--- config.mk ---
export PLATFORM = sky130hd
export DESIGN_NAME = id_ex_register
export DESIGN_NICKNAME = d
export VERILOG_FILES = /design/src/rtl/pipeline_pkg.sv /design/src/rtl/load_use_detector.sv /design/src/rtl/id_ex_register.sv
export SDC_FILE = /design/constraint.sdc
export NUM_CORES = 1
export LEC_CHECK = 0
export BUFFER_PORTS_ARGS = -buffer_cell sky130_fd_sc_hd__buf_4
export CAP_MARGIN = 5
export CORE_AREA = 2 2 136 138
export CTS_CLUSTER_DIAMETER = 30
export CTS_CLUSTER_SIZE = 40
export DETAILED_ROUTE_END_ITERATION = 8
export DIE_AREA = 0 0 138 140
export MAX_ROUTING_LAYER = met4
export PLACE_DENSITY_LB_ADDON = 0.12
export SYNTH_ARGS = -nofsm -noshare
export SYNTH_HDL_FRONTEND = slang
export SYNTH_SLANG_ARGS = --single-unit
--- constraint.sdc ---
create_clock -name clk -period 4.7 [get_ports clk]
set_input_delay 0.47 -clock clk [delete_from_list [all_inputs] [get_ports clk]]
set_output_delay 0.47 -clock clk [all_outputs]
set_load 0.03 [all_outputs]
--- src/rtl/pipeline_pkg.sv ---
// Shared pipeline types for the RV32I core: ID/EX control and index bundles,
// selector widths used by decode and execute, and the NOP encodings.
package pipeline_pkg;

   localparam int unsigned AluASelWidth   = 2;
   localparam int unsigned AluBSelWidth   = 1;
   localparam int unsigned NextPcSelWidth = 2;
   localparam int unsigned AluOpWidth     = 3;
   localparam int unsigned RegIdxWidth    = 5;
   localparam int unsigned Funct3Width    = 3;

   // next_pc_sel encoding 0 is PC+4, so an all-zero bundle never redirects.
   typedef struct packed {
      logic                      valid;
      logic                      write;
      logic                      store;
      logic                      load;
      logic                      branch;
      logic [AluASelWidth-1:0]   alu_a_sel;
      logic [AluBSelWidth-1:0]   alu_b_sel;
      logic [NextPcSelWidth-1:0] next_pc_sel;
      logic [AluOpWidth-1:0]     alu_op;
   } id_ex_ctrl_t;

   typedef struct packed {
      logic [RegIdxWidth-1:0] rs1;
      logic [RegIdxWidth-1:0] rs2;
      logic [RegIdxWidth-1:0] rd;
      logic [Funct3Width-1:0] funct3;
   } id_ex_data_t;

   localparam id_ex_ctrl_t ID_EX_NOP      = '0;
   localparam id_ex_data_t ID_EX_DATA_NOP = '0;

   // True when the bundle has an architecturally visible side effect.
   function automatic logic has_side_effect(id_ex_ctrl_t c);
      return c.valid & (c.write | c.store | c.branch | (c.next_pc_sel != '0));
   endfunction

endpackage

--- src/rtl/load_use_detector.sv ---
// Combinational load-use hazard check between the load in execute and the
// instruction in decode. Both source indices are always compared.
module load_use_detector
   import pipeline_pkg::*;
(
   input  logic                   ex_valid,
   input  logic                   ex_load,
   input  logic [RegIdxWidth-1:0] ex_rd,
   input  logic                   id_valid,
   input  logic [RegIdxWidth-1:0] id_rs1,
   input  logic [RegIdxWidth-1:0] id_rs2,
   output logic                   hazard
);

   logic load_in_ex;
   logic src_match;

   always_comb begin
      load_in_ex = ex_valid & ex_load & (ex_rd != '0);
      src_match  = (id_rs1 == ex_rd) | (id_rs2 == ex_rd);
      hazard     = load_in_ex & id_valid & src_match;
   end

endmodule

--- src/rtl/id_ex_register.sv ---
// Decode-to-execute pipeline register with load-use bubble insertion,
// execute-flush squashing and a count of inserted bubbles.
module id_ex_register
   import pipeline_pkg::*;
#(
   parameter int unsigned XLEN = 32
) (
   input  logic                      clk,
   input  logic                      rst_n,
   input  logic                      id_valid,
   input  logic                      id_write,
   input  logic                      id_store,
   input  logic                      id_load,
   input  logic                      id_branch,
   input  logic [AluASelWidth-1:0]   id_alu_operand_a_selector,
   input  logic [AluBSelWidth-1:0]   id_alu_operand_b_selector,
   input  logic [NextPcSelWidth-1:0] id_next_pc_selector,
   input  logic [AluOpWidth-1:0]     id_alu_operations_selector,
   input  logic [XLEN-1:0]           id_pc,
   input  logic [XLEN-1:0]           id_rs1_data,
   input  logic [XLEN-1:0]           id_rs2_data,
   input  logic [XLEN-1:0]           id_immediate,
   input  logic [RegIdxWidth-1:0]    id_rs1,
   input  logic [RegIdxWidth-1:0]    id_rs2,
   input  logic [RegIdxWidth-1:0]    id_rd,
   input  logic [Funct3Width-1:0]    id_funct3,
   input  logic                      ex_flush,
   output logic                      decode_stall,
   output logic                      ex_valid,
   output logic                      ex_write,
   output logic                      ex_store,
   output logic                      ex_load,
   output logic                      ex_branch,
   output logic [AluASelWidth-1:0]   ex_alu_operand_a_selector,
   output logic [AluBSelWidth-1:0]   ex_alu_operand_b_selector,
   output logic [NextPcSelWidth-1:0] ex_next_pc_selector,
   output logic [AluOpWidth-1:0]     ex_alu_operations_selector,
   output logic [XLEN-1:0]           ex_pc,
   output logic [XLEN-1:0]           ex_rs1_data,
   output logic [XLEN-1:0]           ex_rs2_data,
   output logic [XLEN-1:0]           ex_immediate,
   output logic [RegIdxWidth-1:0]    ex_rs1,
   output logic [RegIdxWidth-1:0]    ex_rs2,
   output logic [RegIdxWidth-1:0]    ex_rd,
   output logic [Funct3Width-1:0]    ex_funct3,
   output logic [31:0]               bubble_count
);

   id_ex_ctrl_t     id_ctrl, ctrl_d, ctrl_q;
   id_ex_data_t     id_idx, idx_d, idx_q;
   logic [XLEN-1:0] pc_d, pc_q;
   logic [XLEN-1:0] rs1_data_d, rs1_data_q;
   logic [XLEN-1:0] rs2_data_d, rs2_data_q;
   logic [XLEN-1:0] imm_d, imm_q;
   logic [31:0]     bubble_d, bubble_q;
   logic            hazard;

   always_comb begin
      id_ctrl = '{
         valid:       id_valid,
         write:       id_write,
         store:       id_store,
         load:        id_load,
         branch:      id_branch,
         alu_a_sel:   id_alu_operand_a_selector,
         alu_b_sel:   id_alu_operand_b_selector,
         next_pc_sel: id_next_pc_selector,
         alu_op:      id_alu_operations_selector
      };
      id_idx = '{
         rs1:    id_rs1,
         rs2:    id_rs2,
         rd:     id_rd,
         funct3: id_funct3
      };
   end

   load_use_detector u_load_use_detector (
      .ex_valid (ctrl_q.valid),
      .ex_load  (ctrl_q.load),
      .ex_rd    (idx_q.rd),
      .id_valid (id_valid),
      .id_rs1   (id_rs1),
      .id_rs2   (id_rs2),
      .hazard   (hazard)
   );

   // A flush squashes decode upstream too, so there is nothing to hold.
   assign decode_stall = hazard & ~ex_flush;

   always_comb begin
      ctrl_d     = ID_EX_NOP;
      idx_d      = ID_EX_DATA_NOP;
      pc_d       = '0;
      rs1_data_d = '0;
      rs2_data_d = '0;
      imm_d      = '0;
      bubble_d   = bubble_q;
      if (ex_flush) begin
         // NOP defaults stand; flush outranks the hazard.
      end else if (hazard) begin
         bubble_d = bubble_q + 32'd1;
      end else begin
         ctrl_d     = id_ctrl;
         idx_d      = id_idx;
         pc_d       = id_pc;
         rs1_data_d = id_rs1_data;
         rs2_data_d = id_rs2_data;
         imm_d      = id_immediate;
      end
   end

   always_ff @(posedge clk) begin
      if (!rst_n) begin
         ctrl_q     <= ID_EX_NOP;
         idx_q      <= ID_EX_DATA_NOP;
         pc_q       <= '0;
         rs1_data_q <= '0;
         rs2_data_q <= '0;
         imm_q      <= '0;
         bubble_q   <= '0;
      end else begin
         ctrl_q     <= ctrl_d;
         idx_q      <= idx_d;
         pc_q       <= pc_d;
         rs1_data_q <= rs1_data_d;
         rs2_data_q <= rs2_data_d;
         imm_q      <= imm_d;
         bubble_q   <= bubble_d;
      end
   end

   assign ex_valid                   = ctrl_q.valid;
   assign ex_write                   = ctrl_q.write;
   assign ex_store                   = ctrl_q.store;
   assign ex_load                    = ctrl_q.load;
   assign ex_branch                  = ctrl_q.branch;
   assign ex_alu_operand_a_selector  = ctrl_q.alu_a_sel;
   assign ex_alu_operand_b_selector  = ctrl_q.alu_b_sel;
   assign ex_next_pc_selector        = ctrl_q.next_pc_sel;
   assign ex_alu_operations_selector = ctrl_q.alu_op;
   assign ex_pc                      = pc_q;
   assign ex_rs1_data                = rs1_data_q;
   assign ex_rs2_data                = rs2_data_q;
   assign ex_immediate               = imm_q;
   assign ex_rs1                     = idx_q.rs1;
   assign ex_rs2                     = idx_q.rs2;
   assign ex_rd                      = idx_q.rd;
   assign ex_funct3                  = idx_q.funct3;
   assign bubble_count               = bubble_q;

endmodule

==> flow_summary.yaml <==
synthesis:
  ys_seq_area_share_pct: 61.5
  synthTopCellsByCount: "191 x dfxtp_1, 160 x and2_1, 27 x a21oi_1, 27 x o31ai_1, 27 x or4_1"
  synth-edff-count: 0
  syn_area_sq_um: 6220
  yosys_most_used_dff: "dfxtp_1"
  yosysUniqueCellTypes: 38
  syn_nets: 718
  synth-seq-cells: 191
  yosys.area.top_type: "dfxtp_1"
  synth-async-reset-ratio_pct: 0
  synth_top_area_share_pct: 61.5
  synthTopCellsByArea: "dfxtp_1 62%, and2_1 16%, o31ai_1 3.3%, or4_1 3.3%, a21oi_1 2.2%"
  synth.avg_cell_area_sq_um: 11.2
  netlist_instances: 555
  synth_most_common_cell: "dfxtp_1"
  synth_warnings: 0
status:
  status: "finished clean"
clock_network:
  tritoncts: "built"
  clock_path_buffers: 2
  cts_made_buffers: 17
  root_buffer: "clkbuf_16"
  worstSkewPairLatency_ps: 430
  postCtsHoldBufs: 0
  post_cts_buffers: 0
  clk_pin_slew_ps: 70
  cts_sinks: 191
  cts_resized: 0
  cts_max_level: 4
setup_path:
  critPathMaxStageDelay_ps: 810
  cp_num_cells: 6
  critical_path.cell_chain: "or4_4 > o2111ai_4 > buf_4 > o211a_4 > buf_4 > and2_1"
  crit_family: "compound AO/OA/AOI/OAI gates"
  rr_worst_depth: 6
  start_kind: "flip-flop"
  critical-path-slowest-cell: "o211a_4"
  worstSetupPathType: "reg -> reg"
  r2r_slack_ps: 1740
  cp_data_required_time_ps: 5070
  end_kind: "flip-flop"
  crit_top_cell: "buf_4"
  cp.arrival_ps: 3330
  crit_buf_inv: 2
  crit_path_max_fanout: 116
timing:
  slew_headroom_pct: 29.6
  final.setup.worst_slack_ps: 1740
  finClkSkew_ps: 13.9
  hold_viol_final: 0
  post-route-period-util_pct: 63.0
  worst_pin_slew_ps: 1050
  holdWs_ps: 238
  timing.final.crit_period_ps: 2960
  finalSetupTns_ps: 0
  slew_violations: 0
  fmax_ghz: 0.338
  setup_viol: 0
  rsz0062_at_grt: "no"
pwr:
  p_per_area_nw_per_um2: 372
  leakagePower_uw: 0.00436
  peakVddDrop_mv: 0.236
global_routing:
  overflow: 0
  grt_max_degree: 117
  antenna_found_initial: 1
  track_usage_pct: 19.6
  grt_pass1_vias: 5081
  grt_pass1_wl_um: 28800
routing:
  totalWireLength_um: 19100
  drt-vias-per-instance: 4.63
  drc: 0
  drt_iter0_markers: 254
  drt-pass1-iter-count: 4
  ant_nets: 0
  post_drt_wl_per_cell_um: 16.8
  num_vias: 5276
final_layout:
  drive_above_1_share_pct: 43.4
  syn_to_final_growth_pct: 54.0
  nets: 1060
  nFillCells: 1603
placement:
  hpwl_um: 14400
  portBuffers: 353
  pre_cts_slack_ps: 1770
  finalWeightedCongestion: 0.863
die:
  io_pins: 354
  coreArea_sq_um: 17800
  die_area_sq_um: 19300
  rows: 49
  fp.dieW_um: 138
  initial_core_util_pct: 35.0
  die_h_um: 140
flow_run:
  maxCapViolCount: 0
min_path:
  holdCritPathClass: "in -> reg"
  whs_path_depth: 2
-- final timing paths --
path / start / endpoint
setup reg to reg: ex_rd[0] / ex_rs2_data[16]
hold reg to reg: bubble_count[31] / bubble_count[31]
setup / recovery: ex_rd[0] / ex_rs2_data[16]
hold / removal: id_rs1_data[18] / ex_rs1_data[18]
-- per-stage QoR --
| step | utilization, % | instances | cell area (sq um) | total power (uW) |
|---|---|---|---|---|
| after floorplan | - | 555 | 6220 | 1910 |
| final | 53.8 | 1140 | 9570 | 3560 |
| after global routing | 53.8 | 1140 | 9570 | 3690 |
| after global placement | 50.4 | 1107 | 8960 | 2110 |
| after detailed placement | 50.4 | 1107 | 8960 | 2120 |
| after CTS | 53.8 | 1139 | 9570 | 3600 |
-- registers in the layout (all words and copies together), names as in the netlist, 3 cells and up --
signal and cells:
bubble_count 32, ex_immediate 32, ex_pc 32, ex_rs1_data 32
ex_rs2_data 32, ex_rd 5, ex_rs1 5, ex_rs2 5
ex_alu_operations_selector 3, ex_funct3 3
-- cells by family after synthesis --
group | count (synthesis) | share of synthesized area, %
and+or+nand+nor | 251 | 25.2
DFF | 191 | 61.5
AOI/OAI and AO/OA | 64 | 7.41
buffers and inverters | 36 | 3.90
xor gates and xnor gates | 10 | 1.41
muxes | 2 | 0.322
adders and majority gates | 1 | 0.201
-- routing by layer --
| layer | vias to the layer above | track usage, % | part of all wire, % |
|---|---|---|---|
| li1 | 2583 | - | - |
| met5 | - | - | 0 |
| met3 | 21 | 4.96 | 6.1 |
| met4 | 0 | 6.87 | 1.7 |
| met1 | 2467 | 21.5 | 39 |
| met2 | 205 | 34.6 | 53 |
-- worst reg2reg max path: stages (launching register included) --
cell	delay [ps]
dfxtp_1	350
or4_4	570
o2111ai_4	190
buf_4	360
o211a_4	820
buf_4	460
and2_1	160
-- cell usage in the layout (no fill, tap or decap), types with 2 or more instances in the layout --
| cell | Yosys | final |
|---|---|---|
| a21oi_1 | 27 | 27 |
| and2_1 | 160 | 160 |
| and3_1 | 5 | 5 |
| and4_1 | 4 | 4 |
| buf_4 | 5 | 357 |
| bufinv_16 | 0 | 2 |
| clkbuf_16 | 0 | 17 |
| clkinvlp_4 | 0 | 2 |
| dfxtp_1 | 191 | 191 |
| inv_6 | 0 | 5 |
| inv_8 | 0 | 2 |
| mux2i_1 | 2 | 2 |
| nand2_1 | 13 | 13 |
| nand2b_1 | 3 | 3 |
| nand3_1 | 16 | 16 |
| nand4_1 | 11 | 11 |
| nor2_1 | 3 | 3 |
| nor3_1 | 2 | 2 |
| nor4_1 | 2 | 2 |
| o311ai_0 | 2 | 2 |
| o31ai_1 | 27 | 27 |
| o41ai_1 | 2 | 2 |
| or4_1 | 27 | 27 |
| xnor2_1 | 2 | 2 |
| xor2_1 | 8 | 8 |
-- layout make-up --
| cell class | instances | area [sq um] | share of cell area, % |
|---|---|---|---|
| flip-flops and latches | 191 | 3820 | 39.9 |
| repair buffers | 357 | 2680 | 28.0 |
| multi-input cells | 328 | 2160 | 22.6 |
| clock buffers | 18 | 439 | 4.59 |
| well taps | 229 | 287 | 2.99 |
| clock inverters | 14 | 171 | 1.79 |
| inverters | 2 | 7.51 | 0.0784 |
| diodes | 1 | 2.50 | 0.0261 |
-- power by group --
part           internal (uW)  switching [uW]
registers               1670            17.8
logic                    184             202
clock network            819             668
Power figures use the tool's default switching activity.
